===== src/rtl/percept_bus_pkg.sv =====
// Shared types for the perceptron serial bus front end: FSM states, opcodes
// and header field offsets.
// Latency: n/a (types only).
// Backpressure: n/a (types only).
package percept_bus_pkg;

    typedef enum logic [2:0] {
        IDLE,
        ADDR,
        OPCODE,
        TURN,
        WRITE,
        READ,
        SKIP,
        GUARD
    } state_t;

    localparam int OP_W = 2;

    localparam logic [OP_W-1:0] OP_READ  = 2'b00;
    localparam logic [OP_W-1:0] OP_WRITE = 2'b01;
    localparam logic [OP_W-1:0] OP_MAC   = 2'b10;
    localparam logic [OP_W-1:0] OP_RSVD  = 2'b11;

    // The header shift register holds {address, opcode}; the opcode arrives
    // last and therefore lands in the low bits.
    localparam int OPC_OFS  = 0;
    localparam int ADDR_OFS = OP_W;

endpackage


===== src/rtl/percept_addr_dec.sv =====
// Address/opcode decoder: maps a frame address to a channel hit, broadcast
// flag, one-hot channel mask and channel index.
// Latency: combinational. Backpressure: none.
// Ports: addr/opcode in; hit (frame accepted), bcast, mask[NUM_CH], sel out.
module percept_addr_dec
    import percept_bus_pkg::*;
#(
    parameter int          ADDR_W    = 8,
    parameter int          NUM_CH    = 4,
    parameter int unsigned BASE_ADDR = 'h10,
    parameter bit          BCAST_EN  = 1'b1,
    localparam int         SEL_W     = (NUM_CH > 1) ? $clog2(NUM_CH) : 1
) (
    input  logic [ADDR_W-1:0] addr,
    input  logic [OP_W-1:0]   opcode,
    output logic              hit,
    output logic              bcast,
    output logic [NUM_CH-1:0] mask,
    output logic [SEL_W-1:0]  sel
);

    // Channel window must not wrap past the top of the address space.
    if (longint'(BASE_ADDR) + NUM_CH - 1 >= (longint'(1) << ADDR_W)) begin : g_range_chk
        $error("percept_addr_dec: BASE_ADDR+NUM_CH-1 does not fit in ADDR_W bits");
    end

    localparam logic [ADDR_W-1:0] FIRST = ADDR_W'(BASE_ADDR);
    localparam logic [ADDR_W-1:0] LAST  = ADDR_W'(BASE_ADDR + NUM_CH - 1);

    logic in_range;

    always_comb begin
        in_range = (addr >= FIRST) && (addr <= LAST);
        // A real channel sitting at the all-ones address wins over broadcast.
        bcast    = BCAST_EN && (&addr) && !in_range;
        sel      = in_range ? SEL_W'(addr - FIRST) : '0;
        // Broadcast is only meaningful for commands that fan data in.
        hit      = in_range || (bcast && (opcode == OP_WRITE || opcode == OP_MAC));
        mask     = '0;
        for (int k = 0; k < NUM_CH; k++) begin
            mask[k] = in_range && (sel == SEL_W'(k));
        end
        if (bcast) begin
            mask = '1;
        end
    end

endmodule


===== src/rtl/percept_serial_bus_if.sv =====
// Single-wire framed command front end for NUM_CH perceptron channels.
// Latency: outputs registered, one cycle after the sampling edge.
// Backpressure: none; the host line is free-running, frames for other
// addresses are skipped by length.
// Ports: clk/rst; in = host line; data_out = per-channel read bits;
// shift_in/shift_out/mul_and_acc = per-channel strobes; data_in = shared write
// bit; out = read bit to host; busy = frame in progress; cmd_err = reserved op.
module percept_serial_bus_if
    import percept_bus_pkg::*;
#(
    parameter int          ADDR_W       = 8,
    parameter int          NUM_CH       = 4,
    parameter int unsigned BASE_ADDR    = 'h10,
    parameter int          PAYLOAD_BITS = 72,
    parameter bit          BCAST_EN     = 1'b1
) (
    input  logic              clk,
    input  logic              rst,
    input  logic              in,
    input  logic [NUM_CH-1:0] data_out,
    output logic [NUM_CH-1:0] shift_in,
    output logic [NUM_CH-1:0] shift_out,
    output logic [NUM_CH-1:0] mul_and_acc,
    output logic              data_in,
    output logic              out,
    output logic              busy,
    output logic              cmd_err
);

    localparam int SEL_W = (NUM_CH > 1) ? $clog2(NUM_CH) : 1;
    localparam int HDR_W = ADDR_W + OP_W;
    localparam int HC_W  = $clog2(HDR_W + 1);
    localparam int PC_W  = $clog2(PAYLOAD_BITS + 1);

    state_t            state, state_nxt;
    logic [HDR_W-1:0]  hdr, hdr_nxt;
    logic [HC_W-1:0]   hdr_cnt, hdr_cnt_nxt;
    logic [PC_W-1:0]   pay_cnt, pay_cnt_nxt;
    logic [NUM_CH-1:0] mask_q, mask_nxt;
    logic [SEL_W-1:0]  sel_q, sel_nxt;

    logic [NUM_CH-1:0] shift_in_nxt, shift_out_nxt, mac_nxt;
    logic              data_in_nxt, out_nxt, cmd_err_nxt;

    logic [OP_W-1:0]   cur_op;
    logic              dec_hit, dec_bcast;
    logic [NUM_CH-1:0] dec_mask;
    logic [SEL_W-1:0]  dec_sel;
    logic              pay_last;

    assign cur_op   = hdr[OPC_OFS +: OP_W];
    assign pay_last = (pay_cnt == PC_W'(PAYLOAD_BITS - 1));
    assign busy     = (state != IDLE);

    percept_addr_dec #(
        .ADDR_W    (ADDR_W),
        .NUM_CH    (NUM_CH),
        .BASE_ADDR (BASE_ADDR),
        .BCAST_EN  (BCAST_EN)
    ) u_dec (
        .addr   (hdr[ADDR_OFS +: ADDR_W]),
        .opcode (cur_op),
        .hit    (dec_hit),
        .bcast  (dec_bcast),
        .mask   (dec_mask),
        .sel    (dec_sel)
    );

    always_comb begin
        state_nxt     = state;
        hdr_nxt       = hdr;
        hdr_cnt_nxt   = hdr_cnt;
        pay_cnt_nxt   = pay_cnt;
        mask_nxt      = mask_q;
        sel_nxt       = sel_q;
        shift_in_nxt  = '0;
        shift_out_nxt = '0;
        mac_nxt       = '0;
        data_in_nxt   = 1'b0;
        out_nxt       = 1'b0;
        cmd_err_nxt   = 1'b0;

        unique case (state)
            IDLE: begin
                if (!in) begin
                    state_nxt   = ADDR;
                    hdr_cnt_nxt = '0;
                end
            end
            ADDR, OPCODE: begin
                // One counter spans address and opcode bits.
                hdr_nxt     = {hdr[HDR_W-2:0], in};
                hdr_cnt_nxt = hdr_cnt + 1'b1;
                if (state == ADDR && hdr_cnt == HC_W'(ADDR_W - 1)) begin
                    state_nxt = OPCODE;
                end
                if (state == OPCODE && hdr_cnt == HC_W'(HDR_W - 1)) begin
                    state_nxt = TURN;
                end
            end
            TURN: begin
                pay_cnt_nxt = '0;
                mask_nxt    = dec_mask;
                sel_nxt     = dec_sel;
                if (cur_op == OP_RSVD) begin
                    cmd_err_nxt = 1'b1;
                    state_nxt   = SKIP;
                end else if (!dec_hit) begin
                    state_nxt = SKIP;
                end else if (cur_op == OP_WRITE) begin
                    state_nxt = WRITE;
                end else if (cur_op == OP_READ && !dec_bcast) begin
                    // Read strobe leads the payload window by one cycle so
                    // the first bit is already on data_out at the first edge.
                    shift_out_nxt = dec_mask;
                    state_nxt     = READ;
                end else if (cur_op == OP_MAC) begin
                    mac_nxt   = dec_mask;
                    state_nxt = GUARD;
                end else begin
                    state_nxt = SKIP;
                end
            end
            WRITE: begin
                shift_in_nxt = mask_q;
                data_in_nxt  = in;
                pay_cnt_nxt  = pay_cnt + 1'b1;
                if (pay_last) state_nxt = GUARD;
            end
            READ: begin
                out_nxt     = data_out[sel_q];
                pay_cnt_nxt = pay_cnt + 1'b1;
                if (pay_last) begin
                    state_nxt = GUARD;
                end else begin
                    shift_out_nxt = mask_q;
                end
            end
            SKIP: begin
                // Line content is ignored here so payload zeros never
                // look like a start bit.
                pay_cnt_nxt = pay_cnt + 1'b1;
                if (pay_last) state_nxt = GUARD;
            end
            GUARD: begin
                if (in) state_nxt = IDLE;
            end
            default: state_nxt = IDLE;
        endcase
    end

    always_ff @(posedge clk) begin
        if (rst) begin
            state       <= IDLE;
            hdr         <= '0;
            hdr_cnt     <= '0;
            pay_cnt     <= '0;
            mask_q      <= '0;
            sel_q       <= '0;
            shift_in    <= '0;
            shift_out   <= '0;
            mul_and_acc <= '0;
            data_in     <= 1'b0;
            out         <= 1'b0;
            cmd_err     <= 1'b0;
        end else begin
            state       <= state_nxt;
            hdr         <= hdr_nxt;
            hdr_cnt     <= hdr_cnt_nxt;
            pay_cnt     <= pay_cnt_nxt;
            mask_q      <= mask_nxt;
            sel_q       <= sel_nxt;
            shift_in    <= shift_in_nxt;
            shift_out   <= shift_out_nxt;
            mul_and_acc <= mac_nxt;
            data_in     <= data_in_nxt;
            out         <= out_nxt;
            cmd_err     <= cmd_err_nxt;
        end
    end

endmodule


===== config.mk =====
export PLATFORM = sky130hd
export DESIGN_NAME = percept_serial_bus_if
export DESIGN_NICKNAME = d
export VERILOG_FILES = /design/src/rtl/percept_bus_pkg.sv /design/src/rtl/percept_addr_dec.sv /design/src/rtl/percept_serial_bus_if.sv
export SDC_FILE = /design/constraint.sdc
export NUM_CORES = 1
export LEC_CHECK = 0
export CAP_MARGIN = 15
export CORE_UTILIZATION = 40
export DETAILED_ROUTE_END_ITERATION = 8
export PLACE_DENSITY = 0.57
export SYNTH_ARGS = -nofsm -noshare
export SYNTH_HDL_FRONTEND = slang
export SYNTH_SLANG_ARGS = --single-unit

===== constraint.sdc =====
create_clock -name clk -period 4.5 [get_ports clk]
set_clock_uncertainty 0.05 [all_clocks]
set_input_delay 0.675 -clock clk [delete_from_list [all_inputs] [get_ports clk]]
set_output_delay 0.675 -clock clk [all_outputs]
set_load 0.01 [all_outputs]

# After elaboration in Yosys (flattened, before gate mapping)
# Cells that the tools add are included.
[op_classes]
addsub = 3
mux = 25
bitwise_logic = 5
n_lt_le_gt_ge = 3
reduce_logical = 29
eq_ne = 20
[ops]
columns = ["op", "n"]
rows = [
  ["$mux 4", 7],
  ["$pmux 4 s2", 2],
  ["$mux 3", 5],
  ["$pmux 3 s5", 1],
  ["$pmux 7 s2", 1],
  ["$eq 3x3->1 const B", 4],
  ["$logic_and 1x1->1", 10],
  ["$mux 2", 5],
  ["$eq 2x2->1 const B", 4],
  ["$ge 8x5->1 const B", 1],
  ["$le 8x5->1 const B", 1],
  ["$reduce_and 8->1", 1],
  ["$reduce_or 2->1", 4],
  ["$add 7x1->7 const B", 1],
  ["$eq 7x7->1 const B", 1],
  ["$reduce_or 7->1", 1],
  ["$eq 3x2->1 const B", 2],
  ["$not 1->1", 5],
  ["$add 4x1->4 const B", 1],
  ["$eq 2x1->1 const B", 2],
  ["$eq 4x3->1 const B", 1],
  ["$eq 4x4->1 const B", 1],
  ["$logic_not 2->1", 2],
  ["$ne 2x2->1 const B", 2],
  ["15 further kinds", 20],
]
[word_totals]
ff_bits = 45
wordCells = 97

# Logic depth before layout (Yosys ltp)
[logic_depth]
depth_word = 11
mapped_depth = 6

# Cells and area by module
# From an unflattened synthesis, not the netlist that was laid out.
[unflattened]
cells_unflattened = 230
area_unflattened_um2 = 2129.5
[modules_own_cells]
columns = ["module", "area_each_um2", "cells_per_inst", "n_inst"]
rows = [
  ["percept_serial_bus_if", 2010.7, 212, 1],
  ["percept_addr_dec", 118.9, 18, 1],
]

# Least setup slack after synthesis
# No wires, ideal clock.
[synth_path]
path_type = "input to register"
from = "in rst"
to = "reg mul_and_acc[0]"
arrival_time_ns = 1.468
setup_ns = 0.078
path_buffers = 0
slack_ns = 2.904
stages = 4
path_cell_list = "or3_1 nor3_2 o211ai_1 nor3_1"
[synth_between]
elab_chain_cells = 1
[synth_lines]
columns = ["element", "line", "source"]
rows = [
  ["start: declaration", "percept_serial_bus_if.sv:18", "input logic rst,"],
  ["$reduce_or 7->1 (no line)", "n/a", ""],
  ["end signal: assignment", "percept_serial_bus_if.sv:175", "mul_and_acc <= mac_nxt;"],
  ["end: declaration", "percept_serial_bus_if.sv:23", "output logic [NUM_CH-1:0] mul_and_acc,"],
]
# Every way passes these cells.
# A chain may end at the register's enable or synchronous reset.

# Worst setup path after layout
[layout_path]
from = "reg state[1]"
to = "out busy"
[layout_between]
elab_chain_cells = 1
[layout_lines]
columns = ["element", "line", "source"]
rows = [
  ["start: declaration", "percept_serial_bus_if.sv:35", "state_t state, state_nxt;"],
  ["start signal: assignment", "percept_serial_bus_if.sv:167", "state <= state_nxt;"],
  ["$reduce_bool 3->1", "percept_serial_bus_if.sv:53", "assign busy = (state != IDLE);"],
  ["end: declaration", "percept_serial_bus_if.sv:26", "output logic busy,"],
]
# Every way passes these cells.

==> summary by stage <==
Timing
In the finished design, the share of the clock period the worst path needs comes to 0.570. In this run the tightest slew margin relative to its limit is 0.374. The slew at the pin with the worst max-slew slack is approximately 0.93 ns. Setup violations remaining at the end of the flow were counted as 0.

Adding up every negative setup slack in the final design gives 0 ns. Setup repair after global routing left no endpoint under its margin. The number of hold violations in the final report is 0.

The max-slew violation total from the final report is 0. Subtracting the final worst setup slack from the clock period gives 2.57 ns. For this run, the top clock speed supported by timing is 390 MHz.

Finish
The number of filler instances in the final layout is 520. The share of post-route cells with drive strength above 1 is 0.0945. The area growth from synthesis to layout is 15.0%. The most common cell after layout, fill and taps aside is sky130_fd_sc_hd__dfxtp_1. The non-filler instance count after layout is roughly 320. After the last flow step, the layout net total stands at 267.

Measured on the finished design, the core utilization comes to 0.482. The cell area after layout is roughly 0.0025 mm^2. The total inserted antenna cells is 0. In the layout the commonest cells are sky130_fd_sc_hd__dfxtp_1 (45), sky130_fd_sc_hd__a21oi_1 (22), sky130_fd_sc_hd__nor2_1 (22), sky130_fd_sc_hd__clkdlybuf4s50_1 (22), sky130_fd_sc_hd__nand2_1 (17).

Route
The routed design has ~4400 um of wire. The antenna violation net count after detailed routing is 0. After detailed routing, the number of remaining DRC violations is 0.

Dividing the detail-routed wire length by the instance count gives 13.5 um. The average vias per placed instance is between 5 and 6. The length of the first detailed-routing pass in iterations is 4.

The final route contains 1721 vias. The number of DRC markers after the initial detailed-route iteration is 94.

Worst setup path
The highest fanout seen on the critical path is 17. The type of element launching the critical path is a register. Among cell families on the critical path, the largest total delay comes from flip-flops. Traced cell by cell, the critical path runs through or3_1 > clkdlybuf4s50_1. Counting both buffers and inverters, the worst setup path holds a total of 1. The library cell contributing the largest single delay on the critical path is sky130_fd_sc_hd__dfxtp_1.

The kind of critical path is register to primary output. The kind of capture point of the worst setup path is a primary output. The worst endpoint data arrival time is around 1.8 ns.

The maximum cell stage delay along the critical path is 0.72 ns. STA puts the critical path data required time at 3.77 ns.

Die
Row generation in the floorplan step produced 26 rows. The area enclosed by the die boundary is around 0.0057 mm^2. For this configuration, the core starts out at a cell density of 0.419. The die is about 75 um wide.

The die is 75.4 um tall. The placeable core area is 0.00514 mm^2. Pin placement for this block handled 23 I/O pins.

Synthesis
The synthesis-stage register bit count is 45. The share of async-settable or async-resettable flops after synthesis is 0. The number of distinct library cell variants in the gate-level netlist after synthesis is 57. The Yosys step of the flow raised 0 warnings. Counting every net in the synthesized netlist gives around 250.

The portion of the post-synthesis area used by sequential elements is 0.418. The netlist area before placement is 0.00216 mm^2. In the synthesized netlist, the number of instances is 238. The prevailing post-synth register cell is sky130_fd_sc_hd__dfxtp_1. Each instance of the synthesized netlist takes up on average 9.06 um^2. The count of flip-flops with a built-in enable after synthesis is 0.

Placement
The instance count after placement with tap cells included is around 320. During placement, the flow inserted port buffers numbering 22. In this run the cell area measured after placement is 0.00238 mm^2.

At the end of routability-driven placement, the weighted congestion stood at 0.819. The HPWL after detailed placement is slightly below 3000 um.

Global routing
The first-pass GRT wire length is between 7000 and 8000 um. The total grt overflow is 0. The number of antenna violations at the first check in global routing is 0. The all-layer global routing usage is 0.165.

The largest net degree at the start of global routing is 41. The number of global-route vias before repair came to 1545.

Run
The tool flagged a number of max-cap violations equal to 0.

Worst hold path
The path type of the worst min-delay path is register to register.

CTS
In this run, post-CTS hold repair placed 0 buffers. Gates resized during post-CTS repair numbered 0. CTS built an H-tree with a depth of 2. Clock tree synthesis selected as its root buffer the cell sky130_fd_sc_hd__clkbuf_8. The clock reaches the later pin of the worst-skew pair after roughly 0.30 ns. The clock drives 45 sinks. Counting the buffers created by CTS gives 5. The clock tree from TritonCTS is yes. After clock tree synthesis, the setup repair step added 0 buffers. The number of buffers between clock root and the deepest sink is 2. The clock transition at the registers of the reported paths is 0.10 ns.

Power and ir drop
Of the total power, the share spent switching nets is 0.254. The share of total power in combinational logic is 0.048. The clock share of power is 0.378. The power spent charging and discharging nets is roughly 180 uW. The power per cell area is ~290 mW/mm^2. The internal cell power is 528 uW. The peak supply drop is 179 uV. The leakage power is 0.839 nW. The fraction of power consumed by sequential logic is 0.573.

Run status
The run finished with clean final reports.
[worst paths after layout]
kind                                start      endpoint  slack [ns]  cells after the start
worst max register to register   state[1]        hdr[4]        2.58                      4
worst min register to register  mask_q[1]  shift_out[1]        0.44                      1
worst max-delay path             state[1]          busy        1.93                      2
worst min-delay path            mask_q[1]  shift_out[1]        0.44                      1
[registers in the layout, summed over array words and instances (netlist names)]
register,cells
state,3
cmd_err,1
sel_q,2
pay_cnt,7
mask_q,4
hdr_cnt,4
shift_out,4
data_in,1
out,1
shift_in,4
mul_and_acc,4
hdr,10
[layer usage]
metal | up-vias | GRT usage | part of all wire
met2 | 32 | 0.256 | 0.43
met3 | 7 | 0.0384 | 0.045
met1 | 794 | 0.221 | 0.51
li1 | 888 | - | -
met4 | 0 | 0.0658 | 0.014
met5 | - | 0 | 0
[cell type report]
| cell class | count | area [um^2] | share of cell area |
|---|---|---|---|
| multi-input cells | 170 | 1130 | 0.458 |
| flip-flops and latches | 45 | 901 | 0.363 |
| repair buffers | 24 | 235 | 0.0949 |
| well taps | 70 | 87.6 | 0.0353 |
| clock buffers | 5 | 68.8 | 0.0278 |
| inverters | 7 | 26.3 | 0.0106 |
| clock inverters | 3 | 25.0 | 0.0101 |
[logic make-up after synthesis]
| group | Yosys count | share of synthesized area |
|---|---|---|
| buf+inv | 23 | 0.0557 |
| compound gates | 63 | 0.202 |
| simple gates | 91 | 0.237 |
| flops | 45 | 0.418 |
| mux | 6 | 0.0342 |
| xor+xnor | 3 | 0.0122 |
| fa+ha+maj | 7 | 0.0406 |
[cell usage after synthesis, types with 2 or more instances]
cell type | instances | share of area
sky130_fd_sc_hd__a211oi_1 | 3 | 0.010
sky130_fd_sc_hd__a21oi_1 | 22 | 0.051
sky130_fd_sc_hd__a32oi_1 | 3 | 0.012
sky130_fd_sc_hd__and2_1 | 8 | 0.023
sky130_fd_sc_hd__and3_1 | 4 | 0.012
sky130_fd_sc_hd__and3b_1 | 2 | 0.0081
sky130_fd_sc_hd__and4_1 | 2 | 0.0081
sky130_fd_sc_hd__buf_2 | 6 | 0.014
sky130_fd_sc_hd__buf_4 | 3 | 0.010
sky130_fd_sc_hd__buf_6 | 2 | 0.010
sky130_fd_sc_hd__clkbuf_1 | 5 | 0.0087
sky130_fd_sc_hd__dfxtp_1 | 45 | 0.42
sky130_fd_sc_hd__ha_1 | 7 | 0.041
sky130_fd_sc_hd__inv_1 | 6 | 0.010
sky130_fd_sc_hd__mux2i_1 | 4 | 0.019
sky130_fd_sc_hd__nand2_1 | 17 | 0.030
sky130_fd_sc_hd__nand3_1 | 7 | 0.016
sky130_fd_sc_hd__nand4_1 | 3 | 0.0087
sky130_fd_sc_hd__nand4b_1 | 2 | 0.0081
sky130_fd_sc_hd__nor2_1 | 22 | 0.038
sky130_fd_sc_hd__nor2b_1 | 4 | 0.012
sky130_fd_sc_hd__nor3_1 | 6 | 0.014
sky130_fd_sc_hd__nor4_2 | 2 | 0.012
sky130_fd_sc_hd__o21ai_0 | 14 | 0.033
sky130_fd_sc_hd__o2bb2ai_1 | 4 | 0.016
sky130_fd_sc_hd__or3_1 | 3 | 0.0087
sky130_fd_sc_hd__xnor2_1 | 2 | 0.0081
[metrics by stage]
stage,hold WS [ns],setup WS (ns),power [mW]
final,0.442,1.93,0.707
after global routing,0.466,1.85,0.734
after CTS,0.444,1.93,0.714
after detailed placement,0.421,1.91,0.449
after global placement,0.422,1.94,0.450
after floorplan,0.396,2.90,0.436
[power by group through the flow]
stage / sequential [mW] / combinational [mW] / clock [mW]
after floorplan: 0.412 / 0.0239 / 0
after global placement: 0.415 / 0.0346 / 0
after detailed placement: 0.415 / 0.0343 / 0
after CTS: 0.405 / 0.0345 / 0.274
after global routing: 0.406 / 0.0381 / 0.289
final: 0.406 / 0.0342 / 0.268
(Power assumes the default switching activity.)
==> patch: new RTL, same flow settings <==
The 8 states of `state_t` get a Gray code encoding in 3 bits.
--- a/src/rtl/percept_bus_pkg.sv
+++ b/src/rtl/percept_bus_pkg.sv
@@ -5,14 +5,14 @@
 package percept_bus_pkg;
 
     typedef enum logic [2:0] {
-        IDLE,
-        ADDR,
-        OPCODE,
-        TURN,
-        WRITE,
-        READ,
-        SKIP,
-        GUARD
+        IDLE   = 3'b000,
+        ADDR   = 3'b001,
+        OPCODE = 3'b011,
+        TURN   = 3'b010,
+        WRITE  = 3'b110,
+        READ   = 3'b111,
+        SKIP   = 3'b101,
+        GUARD  = 3'b100
     } state_t;
 
     localparam int OP_W = 2;
Formal check against the unedited RTL: no difference found for any inputs over 10 cycles, from zero or initial values and one cycle with rst high; not proved beyond that.
==> patch against the unedited design <==
  * Area after synthesis about the same
  * Sequential cell count did not move
  * Die area is essentially flat
  * Sequential power grew 3%
  * Setup slack worse by 480 ps
  * Combinational power is 89% higher
  * Critical path depth grew 1
  * Highest routed layer unchanged
  * Core utilization up 1.2 points
  * Clock power increased by 38%
  * Cell area rose by 2.6%
  * Wire length is 4.5% higher
  * Total power up 20%
==> patch: results (changes against the unedited design) <==
global_routing:
  grt_pass1_vias: 1652  # +6.9%
  grt_start_max_net_pins: 31  # -24%
  grt_use_met1: 0.2490  # +0.02757
  grt_pass1_wl_um: 7886  # +12%
  grtUsageTotal: 0.1806  # +0.01586
  met3_usage: 0.04101  # +0.002646
  met2_usage: 0.2847  # +0.02877
routing:
  drt_iter0_markers: 151  # +61%
  routed_wl_um: 4559  # +4.5%
  vias_per_cell: 5.188  # -2.3%
sta:
  period_share: 0.6767  # +0.1065
  whs_ps: 444.7  # +2.688 ps
  worstMarginPinSlew_ps: 920.5  # -11.40 ps
worst_setup_path:
  reg2reg_slack_ps: 2100  # -480 ps
  critPathMaxStageDelay_ps: 860  # +140 ps
  crit_arrival_ps: 2320  # +480 ps
  critPathMaxFanout: 22  # +5
clock_tree:
  cts-root-buf: "clkbuf_8"
  cts_max_level: 2  # unchanged
  cts_setup_buffers: 0  # unchanged
  clk-insertion-delay-late_ps: 300  # about the same
yosys:
  netlist_top_cells_area: "dfxtp_1, nand2_1, nor2_1"
  ys_seq_area_frac: 0.4181  # about the same
  yosysUniqueCellTypes: 47  # -18%
  syn_nets: 273  # +8.3%
  yosys-top-cells-count: "dfxtp_1, nand2_1, nor2_1"
power:
  irDropWorstVdd_mv: 0.1897  # +6.0%
  switching_share: 0.2310  # -0.02266
  total_leakage_power_nw: 0.9267  # +10%
place:
  dp_slack_ps: 1816  # -97.35 ps
  dp_hpwl_um: 3110  # +4.9%
  gp_congestion: 0.8216  # +0.38%
finish:
  fill_cells: 533  # +2.5%
  drive_gt1_frac: 0.05455  # -0.03994
  nNetsFinal: 288  # +7.9%
status:
  status: "completed"
[patch: stage by stage]
step,area [um^2],std cells
2_1_floorplan,2155,259
3_3_place_gp,2405,337
3_5_place_dp,2405,337
4_1_cts,2542,345
5_1_grt,2542,345
6_report,2542,345
[patch: final cells by class]
cell class,instances,area share
Sequential cell,45,0.3543
Clock buffer,5,0.02707
Clock inverter,3,0.02707
Tap cell,70,0.03445
Inverter,9,0.01329
Timing Repair Buffer,23,0.08957
Multi-Input combinational cell,190,0.4542
[patch: cells by family after synthesis]
kind of cell    count (synthesis)  synth area share
fa+ha+maj                       7           0.04065
compound gates                 58            0.1702
buf+inv                        24           0.04587
xor+xnor                        4           0.01626
mux                             6           0.03426
flops                          45            0.4181
simple gates                  115            0.2747
[patch: critical path: cells and delay by family (launching register included)]
family / cells / cell delay, ps
buffers and inverters: 2 / 940
flip-flops: 1 / 860
AND/OR/NAND/NOR: 1 / 210
[patch: power groups by stage]
stage | combinational, mW | sequential, mW | clock (mW)
floorplan | 0.0551 | 0.417 | 0
detailed placement | 0.0649 | 0.428 | 0
finish | 0.0646 | 0.418 | 0.369
global route | 0.0730 | 0.420 | 0.389
global placement | 0.0650 | 0.428 | 0
CTS | 0.0654 | 0.418 | 0.380
[patch: worst paths after layout]
path	depth (start not counted)	to	start
worst min register to register	1	shift_in[0]	mask_q[0]
worst max register to register	5	shift_out[1]	state[1]
worst max-delay path	3	busy	state[2]
worst min-delay path	1	shift_in[0]	mask_q[0]
[patch: metal layers]
layer / share of wire / wire, um
met1: 0.51 / 2322
met2: 0.45 / 2029
met3: 0.034 / 156
met4: 0.011 / 51
met5: 0 / 0
